<file path="src/rtl/indicator_decoder.sv">
// Multiplexed 7-segment display sniffer: rebuilds a 4-digit hex value from digit strobes.
// Optional error detection is compiled in with macro INDICATOR_DECODER_ERR_CHECK_EN.
module indicator_decoder #(
  parameter int STABLE_CYCLES = 4,
  parameter int STABLE_WIDTH  = 8
) (
  input  logic        clock,
  input  logic        reset,
  input  logic [6:0]  one_segment,
  input  logic [3:0]  dig_n,
  output logic [15:0] number,
  output logic        number_valid,
  output logic        frame_error,
  output logic [7:0]  error_count
);

  typedef enum logic [1:0] {IDLE, SETTLE, HOLD} state_t;

  localparam logic [STABLE_WIDTH-1:0] TARGET = STABLE_WIDTH'(STABLE_CYCLES);

  state_t                  state, state_next;
  logic [STABLE_WIDTH-1:0] cnt, cnt_next;
  logic [6:0]              seg_q, lat_seg;
  logic [3:0]              dig_q;
  logic [1:0]              idx, lat_idx;
  logic [2:0]              low_count;
  logic                    single, same, latch, sample;
  logic                    legal, full, valid_pend;
  logic [3:0]              nib, mask, mask_new;
  logic [15:0]             shadow, merged;

  function automatic logic [4:0] decode(input logic [6:0] p);
    case (p)
      7'h3F: decode = {1'b1, 4'h0};
      7'h06: decode = {1'b1, 4'h1};
      7'h5B: decode = {1'b1, 4'h2};
      7'h4F: decode = {1'b1, 4'h3};
      7'h66: decode = {1'b1, 4'h4};
      7'h6D: decode = {1'b1, 4'h5};
      7'h7D: decode = {1'b1, 4'h6};
      7'h07: decode = {1'b1, 4'h7};
      7'h7F: decode = {1'b1, 4'h8};
      7'h6F: decode = {1'b1, 4'h9};
      7'h77: decode = {1'b1, 4'hA};
      7'h7C: decode = {1'b1, 4'hB};
      7'h39: decode = {1'b1, 4'hC};
      7'h5E: decode = {1'b1, 4'hD};
      7'h79: decode = {1'b1, 4'hE};
      7'h71: decode = {1'b1, 4'hF};
      default: decode = 5'b0_0000;
    endcase
  endfunction

  always_ff @(posedge clock) begin
    if (reset) begin
      seg_q <= '0;
      dig_q <= 4'hF;
    end else begin
      seg_q <= one_segment;
      dig_q <= dig_n;
    end
  end

  always_comb begin
    low_count = {2'b00, ~dig_q[0]} + {2'b00, ~dig_q[1]} + {2'b00, ~dig_q[2]} + {2'b00, ~dig_q[3]};
    single    = (low_count == 3'd1);
    idx       = 2'd0;
    for (int i = 0; i < 4; i++) begin
      if (!dig_q[i]) idx = 2'(i);
    end
    same = (idx == lat_idx) && (seg_q == lat_seg);
  end

  always_ff @(posedge clock) begin
    if (reset) state <= IDLE;
    else       state <= state_next;
  end

  // Any path that lands in SETTLE with the target count samples at once and parks in HOLD.
  always_comb begin
    state_next = state;
    cnt_next   = cnt;
    latch      = 1'b0;
    sample     = 1'b0;
    case (state)
      IDLE: begin
        if (single) begin
          state_next = SETTLE;
          cnt_next   = 1;
          latch      = 1'b1;
        end
      end
      SETTLE: begin
        if (!single) begin
          state_next = IDLE;
          cnt_next   = '0;
        end else if (same) begin
          if (cnt < TARGET) cnt_next = cnt + 1'b1;
        end else begin
          cnt_next = 1;
          latch    = 1'b1;
        end
      end
      HOLD: begin
        if (!single) begin
          state_next = IDLE;
          cnt_next   = '0;
        end else if (!same) begin
          state_next = SETTLE;
          cnt_next   = 1;
          latch      = 1'b1;
        end
      end
      default: begin
        state_next = IDLE;
        cnt_next   = '0;
      end
    endcase
    if (state_next == SETTLE && cnt_next == TARGET) begin
      sample     = 1'b1;
      state_next = HOLD;
    end
  end

  always_comb begin
    {legal, nib}           = decode(seg_q);
    mask_new               = mask | (4'b0001 << idx);
    full                   = legal && (mask_new == 4'hF);
    merged                 = shadow;
    merged[{idx, 2'b00} +: 4] = nib;
  end

  always_ff @(posedge clock) begin
    if (reset) begin
      cnt          <= '0;
      lat_idx      <= '0;
      lat_seg      <= '0;
      shadow       <= '0;
      mask         <= '0;
      number       <= '0;
      valid_pend   <= 1'b0;
      number_valid <= 1'b0;
    end else begin
      cnt          <= cnt_next;
      number_valid <= valid_pend;
      valid_pend   <= 1'b0;
      if (latch) begin
        lat_idx <= idx;
        lat_seg <= seg_q;
      end
      if (sample && legal) begin
        shadow <= merged;
        if (full) begin
          number     <= merged;
          mask       <= '0;
          valid_pend <= 1'b1;
        end else begin
          mask <= mask_new;
        end
      end
    end
  end

`ifdef INDICATOR_DECODER_ERR_CHECK_EN
  logic multi, prev_multi, err_ev;

  always_comb begin
    multi  = (low_count >= 3'd2);
    err_ev = (sample && !legal) || (multi && !prev_multi);
  end

  always_ff @(posedge clock) begin
    if (reset) begin
      prev_multi  <= 1'b0;
      frame_error <= 1'b0;
      error_count <= '0;
    end else begin
      prev_multi  <= multi;
      frame_error <= err_ev;
      if (err_ev && error_count != 8'hFF) error_count <= error_count + 8'd1;
    end
  end
`else
  assign frame_error = 1'b0;
  assign error_count = 8'h00;
`endif

endmodule
</file>
<file path="config.mk">
export PLATFORM = sky130hd
export DESIGN_NAME = indicator_decoder
export DESIGN_NICKNAME = d
export VERILOG_FILES = /design/src/rtl/indicator_decoder.sv
export SDC_FILE = /design/constraint.sdc
export NUM_CORES = 1
export LEC_CHECK = 0
export BUFFER_PORTS_ARGS = -buffer_cell sky130_fd_sc_hd__buf_2
export CAP_MARGIN = 10
export CORE_ASPECT_RATIO = 0.9
export CORE_UTILIZATION = 35
export DETAILED_ROUTE_END_ITERATION = 7
export MAX_ROUTING_LAYER = met4
export PLACE_DENSITY = 0.56
export SETUP_SLACK_MARGIN = 0.3
export SYNTH_ARGS = -nofsm -noshare
export SYNTH_HDL_FRONTEND = slang
export SYNTH_SLANG_ARGS = --single-unit
</file>
<file path="constraint.sdc">
create_clock -name clock -period 5 [get_ports clock]
set_input_delay 0.5 -clock clock [delete_from_list [all_inputs] [get_ports clock]]
set_output_delay 0.5 -clock clock [all_outputs]
set_load 0.02 [all_outputs]
</file>
==> results.json <==
{
  "outcome": "finished, final reports clean",
  "dieHeight_um": 98.9,
  "p_int_w": 0.00104,
  "hpwl_um": 5640,
  "wl_per_cell_um": 14.3,
  "ant_nets": 0,
  "crit_arrival_ns": 4.26,
  "row_count": 34,
  "crit_family": "simple AND/OR/NAND/NOR gates",
  "io_buffers": 29,
  "syn_inst": 426,
  "chipWidth_um": 110,
  "async_flop_share": 0,
  "gr-total-overflow": 0,
  "io_pins": 39,
  "pre_cts_slack_ns": 0.927,
  "cts_tree": "done",
  "track_usage": 0.170,
  "h-tree-depth": 3,
  "drt_iter0_drc": 162,
  "dieArea_mm2": 0.0108,
  "yosysWarnings": 0,
  "critPathMaxStageDelay_ns": 0.63,
  "area_growth_pct": 13.0,
  "syn_area_per_cell_um2": 8.56,
  "firstDrtPassIters": 4,
  "crit_type": "register to register",
  "p_switching_w": 0.000381,
  "finalHoldViolCount": 0,
  "period_share": 0.809,
  "crit_chain": "fa_1, inv_1, ha_1, ha_1, or3b_2, o21ai_0, nand2_1, o2bb2ai_1, a2111oi_4, nand3_4, mux2_2",
  "fmax_ghz": 0.247,
  "nets": 459,
  "worst_path_most_repeated_cell": "ha_1",
  "yosysMostFrequentCell": "dfxtp_1",
  "netlist_top_cells_area": "dfxtp_1 37%, mux2i_1 9.6%, nand2_1 5.2%",
  "path_buf_inv": 1,
  "cap_violations": 0,
  "ir_worst_vdd_v": 0.000185,
  "drt-total-wl_um": 8110,
  "crit_path_max_fanout": 16,
  "slew_headroom": 0.406,
  "power.leakage_nw": 1.75,
  "core_area_mm2": 0.00991,
  "worst_pin_slew_ns": 0.890,
  "setup_viol": 0,
  "cts_resized": 0,
  "netlist.area_leader.share": 0.373,
  "routabilityCongestion": 0.865,
  "cts.clk_slew.worst_paths_ns": 0.06,
  "cp-start-kind": "register",
  "nFillCells": 987,
  "first_global_vias": 2770,
  "hold_buffers": 0,
  "synth_top_cells_by_count": "68 x dfxtp_1, 51 x nand2_1, 36 x nor2_1, 35 x mux2i_1, 25 x clkbuf_1",
  "clockPowerShare": 0.458,
  "n_antenna_cell": 0,
  "clock_path_buffers": 2,
  "grt_max_degree": 48,
  "cp_slowest_cell": "dfxtp_1",
  "insertion_delay_ns": 0.33,
  "grt_pass1_wl_um": 14000,
  "p_sw_frac": 0.268,
  "hp-class": "input pin to register",
  "cts_made_buffers": 9,
  "num_vias": 2985,
  "seq_power_share": 0.409,
  "avgViaCountPerCell": 5.25,
  "finalSetupTns_ns": 0,
  "powerDensity_mw_per_mm2": 345,
  "cts_setup_buffers": 0,
  "rsz0062_at_grt": "false",
  "fin_skew_ns": 0.00474,
  "yosysUniqueCellTypes": 59,
  "setup_slack_ns": 0.954,
  "drv_slew": 0,
  "start_util": 0.368,
  "synth_top_area_cell": "dfxtp_1",
  "pwr-share-comb": 0.133,
  "drc": 0,
  "worstSetupEndpointType": "register",
  "worstPathRequired_ns": 5.22,
  "syn-cell-area_mm2": 0.00365,
  "cts.sinks": 68,
  "fin_crit_ns": 4.05,
  "synth_edf_count": 0,
  "synth-seq-area-share": 0.373,
  "ys.flop_type": "dfxtp_1",
  "layout-drive-gt1-share": 0.165,
  "cts-root-buf": "clkbuf_16",
  "ys_ff_latch": 68,
  "antenna_found_initial": 0
}
stage by stage:
stage / std cells / total power [W] / util / hold slack, ns / instance area [um^2]
finish: 569 / 0.00142 / 0.416 / 0.358 / 4120
global route: 569 / 0.00149 / 0.416 / 0.357 / 4120
floorplan: 434 / 0.000746 / - / 0.414 / 3680
global placement: 553 / 0.000779 / 0.384 / 0.426 / 3810
CTS: 569 / 0.00144 / 0.416 / 0.358 / 4120
detailed placement: 553 / 0.000781 / 0.384 / 0.428 / 3810
worst paths after layout:
| check | slack (ns) | cells past startpoint | startpoint | end |
|---|---|---|---|---|
| setup / recovery | 0.95 | 11 | dig_q[3]$_SDFF_PP1_ | number[1]$_SDFFE_PP0P_ |
| hold / removal | 0.36 | 2 | dig_n[0] | dig_q[0]$_SDFF_PP1_ |
| setup reg to reg | 0.95 | 11 | dig_q[3]$_SDFF_PP1_ | number[1]$_SDFFE_PP0P_ |
| hold reg to reg | 0.44 | 1 | valid_pend$_SDFF_PP0_ | number_valid$_SDFF_PP0_ |
state kept, by name, indices dropped and copies added, names as in the netlist, 2 cells and up:
signal,flops
state,2
cnt,8
shadow,16
dig_q,4
number,16
seg_q,7
lat_idx,2
mask,4
lat_seg,7
logic make-up after synthesis:
kind of cell | count (synthesis) | share of synthesized area
buffers and inverters | 55 | 0.0686
AND/OR/NAND/NOR | 164 | 0.232
multiplexers | 42 | 0.118
adder cells (fa/ha/maj) | 8 | 0.0295
XOR/XNOR | 10 | 0.0240
AO/OA/AOI/OAI | 78 | 0.154
other | 1 | 0.00103
flip-flops | 68 | 0.373
worst reg2reg max path, delay by kind of cell (launching register included):
kind                       cells  cell delay [ns]
adders and majority gates      3             0.86
DFF                            1             0.63
buffers and inverters          1             0.06
and+or+nand+nor                3             1.04
AOI/OAI and AO/OA              3             0.94
muxes                          1             0.40
layout by cell type, fill, tap and decap left out, drive strengths merged, types with 7 or more instances in the layout:
cell / netlist / layout
mux2i: 35 / 35
nand2: 51 / 51
a211oi: 7 / 7
buf: 13 / 31
nor3: 8 / 8
dfxtp: 68 / 68
conb: 1 / 9
nand3: 10 / 10
xnor2: 7 / 7
o21ai: 19 / 19
ha: 7 / 7
nor2: 36 / 36
clkbuf: 25 / 11
mux2: 7 / 7
nand4: 8 / 8
nor2b: 18 / 18
a21oi: 15 / 15
o211ai: 7 / 7
inv: 17 / 18
power by group through the flow:
stage	registers (W)	logic, W	clock network, W
after global routing	0.000585	0.000210	0.000696
after floorplan	0.000580	0.000167	0
final	0.000582	0.000189	0.000652
after global placement	0.000592	0.000186	0
after detailed placement	0.000594	0.000187	0
after CTS	0.000582	0.000189	0.000665
area by class of cell:
type                            count  area [um^2]  share of cell area
Multi-Input combinational cell    311         2070               0.502
Clock buffer                       11          253              0.0613
Timing Repair Buffer               31          160              0.0389
Inverter                           17         63.8              0.0155
Tap cell                          126          158              0.0383
Clock inverter                      5         58.8              0.0143
Sequential cell                    68         1360               0.330
layer usage:
| metal | track usage | share of wire |
|---|---|---|
| met1 | 0.231 | 0.48 |
| met2 | 0.254 | 0.46 |
| met3 | 0.0351 | 0.054 |
| met4 | 0.0462 | 0.0099 |
| met5 | - | 0 |
(Power assumes the default switching activity.)
